--- config.mk ---
export PLATFORM = sky130hd
export DESIGN_NAME = dec_stage
export DESIGN_NICKNAME = d
export VERILOG_FILES = /design/src/rtl/dec_stage.sv
export SDC_FILE = /design/constraint.sdc
export NUM_CORES = 1
export LEC_CHECK = 0
export BUFFER_PORTS_ARGS = -buffer_cell sky130_fd_sc_hd__buf_2
export CAP_MARGIN = 20
export CORE_ASPECT_RATIO = 1.1
export CORE_MARGIN = 3
export CORE_UTILIZATION = 45
export CTS_CLUSTER_SIZE = 25
export DETAILED_ROUTE_END_ITERATION = 6
export PLACE_DENSITY = 0.69
export SYNTH_ARGS = -nofsm -noshare
export SYNTH_HDL_FRONTEND = slang
export SYNTH_SLANG_ARGS = --single-unit
export TNS_END_PERCENT = 1
--- constraint.sdc ---
create_clock -name clk -period 9.4 [get_ports clk]
set_clock_uncertainty 0.1 [all_clocks]
set_input_delay 1.88 -clock clk [delete_from_list [all_inputs] [get_ports clk]]
set_output_delay 1.88 -clock clk [all_outputs]
set_load 0.005 [all_outputs]
--- src/rtl/dec_stage.sv ---
// Buffered RV32I decode stage: instructions are decoded on enqueue and held
// in a DEPTH-entry FIFO whose head drives all outputs directly from registers.
module dec_stage #(
  parameter int XLEN   = 32,
  parameter int DEPTH  = 2,
  parameter int REG_AW = 5
) (
  input  logic              clk,
  input  logic              rst_n,
  input  logic              flush,
  input  logic              in_valid,
  output logic              in_ready,
  input  logic [31:0]       in_inst,
  input  logic [XLEN-1:0]   in_pc,
  output logic              out_valid,
  input  logic              out_ready,
  output logic [XLEN-1:0]   out_pc,
  output logic [REG_AW-1:0] out_rs1,
  output logic [REG_AW-1:0] out_rs2,
  output logic [REG_AW-1:0] out_rd,
  output logic [6:0]        out_opcode,
  output logic [2:0]        out_funct3,
  output logic [6:0]        out_funct7,
  output logic [XLEN-1:0]   out_imm,
  output logic [2:0]        out_fmt,
  output logic              out_illegal
);

  localparam int PW = (DEPTH > 1) ? $clog2(DEPTH) : 1;
  localparam int CW = $clog2(DEPTH + 1);

  localparam logic [2:0] FMT_R = 3'd0, FMT_I = 3'd1, FMT_S = 3'd2, FMT_B = 3'd3,
                         FMT_U = 3'd4, FMT_J = 3'd5, FMT_X = 3'd7;

  typedef struct packed {
    logic [XLEN-1:0]   pc;
    logic [REG_AW-1:0] rs1;
    logic [REG_AW-1:0] rs2;
    logic [REG_AW-1:0] rd;
    logic [6:0]        opcode;
    logic [2:0]        funct3;
    logic [6:0]        funct7;
    logic [XLEN-1:0]   imm;
    logic [2:0]        fmt;
    logic              illegal;
  } dec_t;

  function automatic dec_t decode(input logic [31:0] inst, input logic [XLEN-1:0] pc);
    dec_t        d;
    logic [31:0] imm32;
    d        = '0;
    imm32    = '0;
    d.pc     = pc;
    d.rs1    = REG_AW'(inst[19:15]);
    d.rs2    = REG_AW'(inst[24:20]);
    d.rd     = REG_AW'(inst[11:7]);
    d.opcode = inst[6:0];
    d.funct3 = inst[14:12];
    d.funct7 = inst[31:25];
    d.fmt    = FMT_X;
    if (inst[1:0] == 2'b11) begin
      case (inst[6:0])
        7'b0110011: d.fmt = FMT_R;
        7'b0010011, 7'b0000011, 7'b1100111,
        7'b1110011, 7'b0001111: begin
          d.fmt = FMT_I;
          imm32 = {{20{inst[31]}}, inst[31:20]};
        end
        7'b0100011: begin
          d.fmt = FMT_S;
          imm32 = {{20{inst[31]}}, inst[31:25], inst[11:7]};
        end
        7'b1100011: begin
          d.fmt = FMT_B;
          imm32 = {{19{inst[31]}}, inst[31], inst[7], inst[30:25], inst[11:8], 1'b0};
        end
        7'b0110111, 7'b0010111: begin
          d.fmt = FMT_U;
          imm32 = {inst[31:12], 12'b0};
        end
        7'b1101111: begin
          d.fmt = FMT_J;
          imm32 = {{11{inst[31]}}, inst[31], inst[19:12], inst[20], inst[30:21], 1'b0};
        end
        default: d.fmt = FMT_X;
      endcase
    end
    d.illegal = (d.fmt == FMT_X);
    // imm32 is already sign-correct; widen by replicating its MSB
    d.imm = XLEN'($signed(imm32));
    return d;
  endfunction

  dec_t            mem_q [DEPTH];
  dec_t            in_dec;
  dec_t            head;
  logic [PW-1:0]   wptr_q, wptr_d, rptr_q, rptr_d;
  logic [CW-1:0]   cnt_q, cnt_d;
  logic            accept, pop;

  assign in_ready  = (cnt_q < CW'(DEPTH));
  assign out_valid = (cnt_q != '0);
  assign accept    = in_valid & in_ready & ~flush;
  assign pop       = out_valid & out_ready & ~flush;
  assign in_dec    = decode(in_inst, in_pc);

  always_comb begin
    wptr_d = wptr_q;
    rptr_d = rptr_q;
    cnt_d  = cnt_q;
    if (flush) begin
      wptr_d = '0;
      rptr_d = '0;
      cnt_d  = '0;
    end else begin
      if (accept) wptr_d = (wptr_q == PW'(DEPTH - 1)) ? '0 : wptr_q + PW'(1);
      if (pop)    rptr_d = (rptr_q == PW'(DEPTH - 1)) ? '0 : rptr_q + PW'(1);
      case ({accept, pop})
        2'b10:   cnt_d = cnt_q + CW'(1);
        2'b01:   cnt_d = cnt_q - CW'(1);
        default: cnt_d = cnt_q;
      endcase
    end
  end

  // Storage is cleared on reset so the head outputs read zero afterwards
  always_ff @(posedge clk) begin
    if (!rst_n) begin
      wptr_q <= '0;
      rptr_q <= '0;
      cnt_q  <= '0;
      for (int i = 0; i < DEPTH; i++) mem_q[i] <= '0;
    end else begin
      wptr_q <= wptr_d;
      rptr_q <= rptr_d;
      cnt_q  <= cnt_d;
      if (accept) mem_q[wptr_q] <= in_dec;
    end
  end

  assign head        = mem_q[rptr_q];
  assign out_pc      = head.pc;
  assign out_rs1     = head.rs1;
  assign out_rs2     = head.rs2;
  assign out_rd      = head.rd;
  assign out_opcode  = head.opcode;
  assign out_funct3  = head.funct3;
  assign out_funct7  = head.funct7;
  assign out_imm     = head.imm;
  assign out_fmt     = head.fmt;
  assign out_illegal = head.illegal;

endmodule

==> summary.md, run 1 <==
| Metric | Value |
|---|---|
| CTS tree | done |
| H-tree depth | 1 |
| Number of antenna violations at the first check in global routing | 2 |
| Vias in the first global route | 5849 |
| Final setup violation count | 0 |
| Reg2Reg Setup Slack | 6.60 ns |
| Fmax | 215 MHz |
| Xor-xnor portion of the synthesized cell area | 0.462% |
| Port Buffers | 170 |
| Area leader, netlist | edfxtp_1 |
| Post-synthesis mux area share | 11.9% |
| Worst-path fanout max | 57 |
| Worst r2r path cells | 4 |
| Total grt overflow | 0 |
| Synth area leaders | edfxtp_1 (63%), mux2_2 (12%), and3_1 (8.0%) |
| 1st-iter DRT viols | 409 |
| Worst path slowest cell | dfxtp_4 |
| Drt pass-1 iters | 7 |
| CTS Sinks | 205 |
| Critical Path Max Stage Delay | 0.75 ns |
| Largest family of logic cells by synthesized area | simple AND/OR/NAND/NOR gates |
| Rows | 55 |
| Tot GR Track Use | 18.2% |
| Die height | 158 µm |
| Post-synth EDFFs | 200 |
| Met2 Usage GRT | 29.3% |
| Crit end category | output port |
| Pwr Density | 193 mW/mm² |
| Post-CTS Hold Fix Bufs | 0 |
| Layout cells sized above 1 | 40.0% |
| Most common flop cell mapped by yosys | edfxtp_1 |
| Commonest cells in the netlist | edfxtp_1 (200), and3_1 (122), mux2_2 (100) |
| CP arrival | 2.66 ns |
| CTS Buf Count | 23 |
| Placed Instances | 1051 |
| Die X | 144 µm |
| Min-delay src | rptr_q |
| Via-per-instance ratio | 5.54 |
| Grt met1 use | 26.6% |
| Wire per inst | 19.8 µm |
| Post-synthesis sequential area ratio | 64.4% |
| Mapped cell area | 0.00949 mm² |
| Post-synthesis adder-cell area fraction | 0.132% |
| Layout Cells excl Fill | 1095 |
| Leak | 5.05 nW |
| Die area | 0.0229 mm² |
| Post-CTS Setup Bufs | 0 |
| Kind of critical path | reg2out |
| DRC viols | 0 |
| Routed WL | 21600 µm |
| Period utilization | 49.4% |
| Clock buffer depth | 3 |
| Final Wtd Congestion | 0.772 |
| Slew @ Worst Pin | 0.839 ns |
| Dpl hpwl | 13300 µm |
| Max_slew headroom | 44.1% |
| RSZ-0062 raised after global routing | false |
| Max_cap viols | 0 |
| Count leader, synth | edfxtp_1 |
| Core Region | 0.0206 mm² |
| VDD IR max | 0.157 mV |
| Synthesized instance count | 674 |
| HP Class | reg2reg |
| FF+latch count, synth | 205 |
| CTS resizes | 0 |
| Post-synthesis simple-gate area fraction | 13.5% |
| Clock Latency Late Sink | 0.49 ns |
| Outcome | finished clean |
| Max-slew violations | 0 |
| Layout net count | 891 |
| Grt peak-use layer | met2 |
| CTS root buf | clkbuf_16 |
| Critical path required time | 7.42 ns |
| First-pass GRT wire length | 32600 µm |
| Vias | 6064 |
| Largest net degree at the start of global routing | 105 |
| Clock transition at path regs | 0.06 ns |
| Synth Area in Compound Gates | 6.38% |
| Syn Area/Cell | 14.1 µm² |
| Crit path launch type | flop |
| Area grow syn2layout | 19.2% |
| Sequence of cells on the critical path | buf_4 -> mux2_2 -> buf_2 |
| Remaining antenna violation count | 0 |
| Worst r2r src | wptr_q |
| Synth warn | 0 |
| Crit path time final | 4.64 ns |
| Worst Hold Depth | 2 |
| Distinct cell type count after synthesis | 54 |
| Asr flop ratio synth | 0% |
| M3 GR Usage | 2.82% |
| Initial cell density of the core | 46.0% |
| Syn_nets | 744 |
| Worst R2R End | mem_q[1][15] |
| Yosys top cell area share | 63.3% |
| IO Count | 171 |
| Hold violation total from the final report | 0 |
| Tot Pwr | 0.00218 W |
-- where the power goes --
part / switching, W / internal [W] / leakage, nW
logic: 0.0000959 / 0.0000673 / 2.52
clock network: 0.000344 / 0.000612 / 0.398
registers: 0.0000124 / 0.00105 / 2.13
total: 0.000452 / 0.00173 / 5.05
-- logic make-up (layout without fill, tap and decap cells) --
kind of cell    count (synthesis)  in the layout
xor+xnor                        5              5
fa+ha+maj                       1              1
compound gates                 84             84
buf+inv                        64            227
other cells                     0              2
simple gates                  215            215
flops                         205            205
mux                           100            100
-- layer usage --
| layer | share of wire [%] | up-vias |
|---|---|---|
| li1 | - | 2855 |
| met1 | 44 | 2982 |
| met2 | 48 | 200 |
| met3 | 6.8 | 23 |
| met4 | 1.3 | 4 |
| met5 | 0.12 | - |
-- final cells by class --
cell class,instances,area [µm²]
diodes,2,5.00
clock buffers,26,587
clock inverters,15,224
fillers,1712,9340
inverters,7,26.3
multi-input cells,405,3110
flip-flops and latches,205,6110
well taps,256,320
repair buffers,179,922
-- worst max path at each step --
stage | start | endpoint | slack [ns]
final | flop | out_imm[20] | 4.76
after detailed placement | flush | mem_q[0][24] | 4.72
after floorplan | flush | mem_q[0][0] | -0.50
after global placement | flush | mem_q[0][31] | 4.85
after CTS | flop | out_imm[20] | 4.73
after global routing | flop | out_imm[20] | 4.63
-- per-stage QoR --
stage / setup TNS [ns] / setup WS [ns] / utilization (%) / hold slack (ns) / cell area [µm²]
final: 0 / 4.76 / 54.8 / 0.409 / 11300
after global placement: 0 / 4.85 / 50.8 / 0.382 / 10500
after floorplan: -99.63 / -0.498 / - / 0.372 / 9490
after detailed placement: 0 / 4.72 / 50.8 / 0.399 / 10500
after global routing: 0 / 4.63 / 54.7 / 0.447 / 11300
after CTS: 0 / 4.73 / 54.7 / 0.414 / 11300
-- flip-flops by register name (all words and copies together), names as in the netlist, named ones only --
signal / flops
mem_q: 200
cnt_q: 2
rptr_q: 1
wptr_q: 1
-- cell usage in the layout, fill, tap and decap left out, types with 8 or more instances in the layout --
| master | netlist | routed |
|---|---|---|
| buf_4 | 4 | 8 |
| a21oi_1 | 33 | 33 |
| and2_1 | 15 | 15 |
| clkbuf_16 | 0 | 23 |
| nand2_1 | 18 | 18 |
| and3_1 | 122 | 122 |
| nor2_1 | 24 | 24 |
| edfxtp_1 | 200 | 200 |
| buf_2 | 19 | 170 |
| mux2_2 | 100 | 100 |
| a21o_1 | 23 | 23 |
-- worst max-delay path, delay by kind of cell (launching register included) --
family | cells | cell delay (ns)
DFF | 1 | 0.75
muxes | 1 | 0.46
buffers and inverters | 2 | 0.89
Power figures use the tool's default switching activity.
==> inputs of run 2 (changes only) <==
==> constraint.sdc (replaced) <==
create_clock -name clk -period 4.23 [get_ports clk]
set_clock_uncertainty 0.1 [all_clocks]
set_input_delay 0.846 -clock clk [delete_from_list [all_inputs] [get_ports clk]]
set_output_delay 0.846 -clock clk [all_outputs]
set_load 0.005 [all_outputs]
==> run 2 against run 1 <==
  * First-iteration DRC count shrank 11%
  * Core utilization shrank 0.44 points
  * Sequential power grew 120%
  * Clock power grew 95%
  * Sequential share of layout area grew 0.43 points
  * Count of clock-buffer cells in the layout is the same
  * Via count grew 0.31%
  * Combinational power grew 120%
  * Setup slack lost 3.5 ns
  * Critical path type unchanged
  * Critical endpoint is now out_opcode[6]
  * Largest cell class unchanged
==> summary.md, run 2 (same netlist as run 1, synthesis figures left out) <==
| Metric | Value |
|---|---|
| Most common cell after layout, fill and taps aside | edfxtp_1 |
| Final Wtd Congestion | 0.751 (-2.8%) |
| Die area | 0.0229 mm² (unchanged) |
| Drt pass-1 iters | 4 (-3) |
| Initial cell density of the core | 46.0% (unchanged) |
| Setup tns final | 0 ns (unchanged) |
| Worst Slack Setup Final | 1.31 ns (-3.45 ns) |
| VDD IR max | 0.291 mV (+85%) |
| Clock Latency Late Sink | 0.50 ns (about the same) |
| Fillers | 1720 (+0.47%) |
| Die X | 144 µm (unchanged) |
| Area grow syn2layout | 18.2% |
| Crit end category | output port |
| Dpl hpwl | 13100 µm (-1.4%) |
| Critical path required time | 3.28 ns (-4.14 ns) |
| Post-CTS Hold Fix Bufs | 0 (unchanged) |
| Worst-path fanout max | 48 (-16%) |
| 1st-iter DRT viols | 365 (-11%) |
| Crit path time final | 2.92 ns |
| Layout net count | 889 (-0.22%) |
| Worst r2r path cells | 5 (+1) |
| Pwr Density | 409 mW/mm² (+110%) |
| Sequential cell area | 0.00611 mm² (unchanged) |
| CP arrival | 1.98 ns (-0.68 ns) |
| Vias | 6083 (+0.31%) |
| Leak | 5.00 nW (-1.0%) |
| Post-layout util | 54.3% (-0.44 points) |
| First-pass GRT wire length | 33000 µm (+1.3%) |
| Worst slack, placed | 1.10 ns (-3.62 ns) |
| Slew @ Worst Pin | 0.879 ns (+0.0408 ns) |
| Period utilization | 69.1% |
| Antenna diodes | 0 (-2) |
| Max_cap viols | 0 (unchanged) |
| Wire per inst | 19.8 µm (+0.22%) |
| CTS Sinks | 205 (unchanged) |
| Core Region | 0.0206 mm² (unchanged) |
| CTS tree | done |
| Vias in the first global route | 6012 (+2.8%) |
| Max-slew violations | 0 (unchanged) |
| Max_slew headroom | 39.9% (-4.2 points) |
| Area taken by multi-input logic gates | 0.00311 mm² (unchanged) |
| Total grt overflow | 0 (unchanged) |
| Clock buffer depth | 3 (unchanged) |
| Outcome | finished clean |
| IO Count | 171 (unchanged) |
| Rows | 55 (unchanged) |
| Kind of critical path | reg2out |
| Most flops, register | mem_q |
| Layout cells sized above 1 | 39.4% (-0.58 points) |
| CTS Buf Count | 22 (-4.3%) |
| Post-CTS Setup Bufs | 0 (unchanged) |
| Fmax | 342 MHz |
| Crit path launch type | flop |
| CTS root buf | clkbuf_16 |
| Clock transition at path regs | 0.06 ns (about the same) |
| Largest net degree at the start of global routing | 103 (-1.9%) |
| CTS resizes | 0 (unchanged) |
| DRC viols | 0 (unchanged) |
| Worst Hold Depth | 2 (unchanged) |
| Routed WL | 21600 µm (-0.24%) |
| HP Class | reg2reg |
| Max FFs per register | 200 (unchanged) |
| H-tree depth | 1 (unchanged) |
| Tot GR Track Use | 18.3% (+0.093 points) |
| Die height | 158 µm (unchanged) |
| Most frequent cells in the layout | edfxtp_1 (200), buf_2 (170), and3_1 (122), mux2_2 (100), a21oi_1 (33) |
| Remaining antenna violation count | 0 (unchanged) |
| Via-per-instance ratio | 5.58 (+0.77%) |
| Final setup violation count | 0 (unchanged) |
| Number of antenna violations at the first check in global routing | 4 (+2) |
| Largest registers in the final layout | mem_q: 200 flops, cnt_q: 2 flops |
| Port Buffers | 170 (unchanged) |
| RSZ-0062 raised after global routing | false |
| Hold violation total from the final report | 0 (unchanged) |
==> run 2: changes by cell type in the layout (fill, tap and decap cells not counted), sizes merged <==
cell      change
bufinv        -4
clkinv        +2
diode         -2
buf           -1
clkinvlp      +1
inv           -1
==> run 2: path summary, 6_finish.rpt <==
| path | endpoint | start | slack (ns) |
|---|---|---|---|
| setup / recovery | out_opcode[6] | flop | 1.31 |
| hold / removal | rptr_q | rptr_q | 0.41 |
| setup reg to reg | mem_q[1][24] | cnt_q[1] | 1.63 |
| hold reg to reg | rptr_q | rptr_q | 0.41 |
==> run 2: final cells by class <==
type / instances / area share (%)
sequential: 205 / 54.5
multi-input combinational: 405 / 27.7
timing repair buffer: 178 / 8.46
clock buffer: 26 / 5.23
tap: 256 / 2.86
clock inverter: 13 / 1.00
inverter: 7 / 0.234
==> run 2: where the power goes <==
part | total [W] | switching, W | internal (W)
logic | 0.000366 | 0.000214 | 0.000151
registers | 0.00236 | 0.0000254 | 0.00233
clock network | 0.00186 | 0.000752 | 0.00111
==> run 2: worst max-delay path: stages, from the launching register on <==
cell     delay, ns
dfxtp_4       0.35
buf_4         0.54
mux2_2        0.42
buf_2         0.14
==> run 2: per-stage QoR <==
stage	instances	hold WS (ns)	power, W	area, µm²
global placement	1051	0.386	0.00276	10500
CTS	1090	0.416	0.00463	11200
global route	1090	0.445	0.00476	11200
floorplan	674	0.372	0.00260	9490
detailed placement	1051	0.400	0.00277	10500
finish	1090	0.409	0.00459	11200
==> run 2: per-layer routing <==
layer	share of wire, %	vias to the layer above	wire length (µm)	global-route usage (%)
met5	0.19	-	42	0
met4	2.0	8	435	4.49
met3	7.1	37	1530	3.88
met2	47	206	10200	29.8
met1	43	2992	9380	25.4
li1	-	2840	-	-
==> inputs of run 3 (changes only) <==
--- a/config.mk
+++ b/config.mk
@@ -12,7 +12,7 @@
 export CORE_UTILIZATION = 45
 export CTS_CLUSTER_SIZE = 25
 export DETAILED_ROUTE_END_ITERATION = 6
-export PLACE_DENSITY = 0.69
+export PLACE_DENSITY = 0.67
 export SYNTH_ARGS = -nofsm -noshare
 export SYNTH_HDL_FRONTEND = slang
 export SYNTH_SLANG_ARGS = --single-unit
==> constraint.sdc (replaced) <==
create_clock -name clk -period 2.7 [get_ports clk]
set_clock_uncertainty 0.1 [all_clocks]
set_input_delay 0.54 -clock clk [delete_from_list [all_inputs] [get_ports clk]]
set_output_delay 0.54 -clock clk [all_outputs]
set_load 0.005 [all_outputs]
==> run 3 against run 2 <==
  * Sequential power is 56% higher
  * Clock power is 62% higher
  * First-iteration DRC count is 5.8% lower
  * Via count is 0.12% lower
  * Routed wire length is 1.8% higher
  * Register-to-register slack worse by 1.2 ns
  * Global-route usage is 0.34 points higher
  * Setup slack worse by 1.2 ns
  * Critical path depth stayed put
  * Flip-flop and latch count stayed put
  * Critical endpoint is now out_imm[18]
  * Highest routed layer is now met4
==> summary.md, run 3 (same netlist as run 1, synthesis figures left out) <==
| Metric | Value |
|---|---|
| Outcome | finished clean |
| Max FFs per register | 200 (unchanged) |
| Largest net degree at the start of global routing | 63 (-39%) |
| Remaining antenna violation count | 0 (unchanged) |
| Rows | 55 (unchanged) |
| Max_slew headroom | 48.7% (+8.8 points) |
| Clock Latency Late Sink | 0.49 ns (about the same) |
| CTS root buf | clkbuf_16 |
| Number of antenna violations at the first check in global routing | 0 (-4) |
| Area grow syn2layout | 20.2% |
| Finished Cell Area | 0.0114 mm² (+1.7%) |
| Wire per inst | 19.9 µm (+0.45%) |
| Vias in the first global route | 6167 (+2.6%) |
| Post-CTS Setup Bufs | 0 (unchanged) |
| Crit end category | output port |
| Die height | 158 µm (unchanged) |
| Worst-path fanout max | 24 (-50%) |
| Fmax | 391 MHz |
| Most flops, register | mem_q |
| Area taken by multi-input logic gates | 0.00312 mm² (+0.40%) |
| Sequential cell area | 0.00611 mm² (unchanged) |
| DRC viols | 0 (unchanged) |
| RSZ-0062 raised after global routing | false |
| Layout cells sized above 1 | 40.7% (+1.3 points) |
| Vias | 6076 (-0.12%) |
| Reg2Reg Setup Slack | 0.48 ns (-1.15 ns) |
| First-pass GRT wire length | 33200 µm (+0.73%) |
| Critical path required time | 2.06 ns (-1.22 ns) |
| H-tree depth | 1 (unchanged) |
| Initial cell density of the core | 46.0% (unchanged) |
| CP arrival | 1.92 ns (-0.06 ns) |
| Kind of critical path | reg2out |
| Max_cap viols | 0 (unchanged) |
| Most common cell after layout, fill and taps aside | edfxtp_1 |
| Total grt overflow | 0 (unchanged) |
| CTS resizes | 0 (unchanged) |
| Period utilization | 94.7% |
| Die area | 0.0229 mm² (unchanged) |
| Drt pass-1 iters | 5 (+1) |
| Dpl hpwl | 14000 µm (+7.3%) |
| CTS tree | done |
| Hold violation total from the final report | 0 (unchanged) |
| Via-per-instance ratio | 5.50 (-1.5%) |
| Slew @ Worst Pin | 0.768 ns (-0.111 ns) |
| Critical Path Max Stage Delay | 0.59 ns (+0.05 ns) |
| Leak | 5.09 nW (+1.8%) |
| CTS Sinks | 205 (unchanged) |
| Sequence of cells on the critical path | buf_4 -> mux2_2 -> buf_2 |
| Crit path buffers/inverters | 2 (unchanged) |
| Final Wtd Congestion | 0.807 (+7.6%) |
| Core Region | 0.0206 mm² (unchanged) |
| Fillers | 1724 (+0.23%) |
| Worst path top cell family by delay | flip-flops |
| VDD IR max | 0.464 mV (+59%) |
| Die X | 144 µm (unchanged) |
| HP Class | in2reg |
| Crit path launch type | flop |
| Clock transition at path regs | 0.06 ns (about the same) |
| Clock buffer depth | 3 (unchanged) |
| Tot GR Track Use | 18.6% (+0.34 points) |
| Final setup violation count | 0 (unchanged) |
| Routed WL | 22000 µm (+1.8%) |
| Dpl cell area | 0.0107 mm² (+1.4%) |
| Max-slew violations | 0 (unchanged) |
| Crit path time final | 2.56 ns |
| Layout net count | 901 (+1.3%) |
| Pwr Density | 640 mW/mm² (+57%) |
| Port Buffers | 170 (unchanged) |
| CTS Buf Count | 23 (+4.5%) |
| IO Count | 171 (unchanged) |
| Worst path slowest cell | dfxtp_4 |
| Largest registers in the final layout | mem_q: 200 flops, cnt_q: 2 flops |
| Post-CTS Hold Fix Bufs | 0 (unchanged) |
| Tot Pwr | 0.00730 W (+59%) |
| Most frequent cells in the layout | edfxtp_1 (200), buf_2 (170), and3_1 (122), mux2_2 (100), a21oi_1 (33) |
| 1st-iter DRT viols | 344 (-5.8%) |
-- run 3: cell types whose count changed in the layout (fill, tap and decap cells not counted), sizes merged --
cell    change
diode       +2
buf        +11
clkinv      -2
clkbuf      +4
-- run 3: power breakdown --
group / total (W) / leakage [nW] / internal (W) / switching, W
clock: 0.00302 / 0.358 / 0.00183 / 0.00118
sequential: 0.00369 / 2.13 / 0.00365 / 0.0000393
combinational: 0.000591 / 2.60 / 0.000253 / 0.000338
total: 0.00730 / 5.09 / 0.00574 / 0.00156
-- run 3: worst paths after layout --
kind              startpoint            to  cells after the start
hold reg to reg       rptr_q          flop                      2
setup / recovery        flop   out_imm[18]                      3
setup reg to reg    cnt_q[1]  mem_q[1][69]                      4
hold / removal      in_pc[0]  mem_q[0][68]                      2
-- run 3: area by class of cell --
| cell class | instances | share of cell area (%) |
|---|---|---|
| Inverter | 7 | 0.351 |
| Timing Repair Buffer | 189 | 9.37 |
| Multi-Input combinational cell | 405 | 27.4 |
| Clock buffer | 30 | 5.54 |
| Sequential cell | 205 | 53.6 |
| Tap cell | 256 | 2.81 |
| Clock inverter | 11 | 0.922 |
| Antenna cell | 2 | 0.0439 |
-- run 3: per-stage QoR --
step | util (%) | std cells | hold slack, ns | TNS, ns | setup slack [ns]
final | 55.2 | 1105 | 0.271 | 0 | 0.144
after global routing | 55.2 | 1103 | 0.256 | 0 | 0.0460
after CTS | 55.2 | 1103 | 0.249 | 0 | 0.0794
after detailed placement | 51.6 | 1062 | 0.389 | 0 | 0.137
after global placement | 51.6 | 1062 | 0.383 | 0 | 0.217
after floorplan | - | 674 | 0.372 | -37.22 | -0.186
-- run 3: metal layers --
metal,global-route usage (%),vias up,wire length (µm)
met2,32.0,220,10800
met5,0,-,0
li1,-,2872,-
met1,23.9,2950,8910
met3,3.91,34,1850
met4,5.55,0,443
-- run 3: worst register-to-register path, delay by kind of cell, from the launching register on --
kind	cells	cell delay [ns]
buf+inv	2	0.93
flops	1	0.36
simple gates	2	0.70
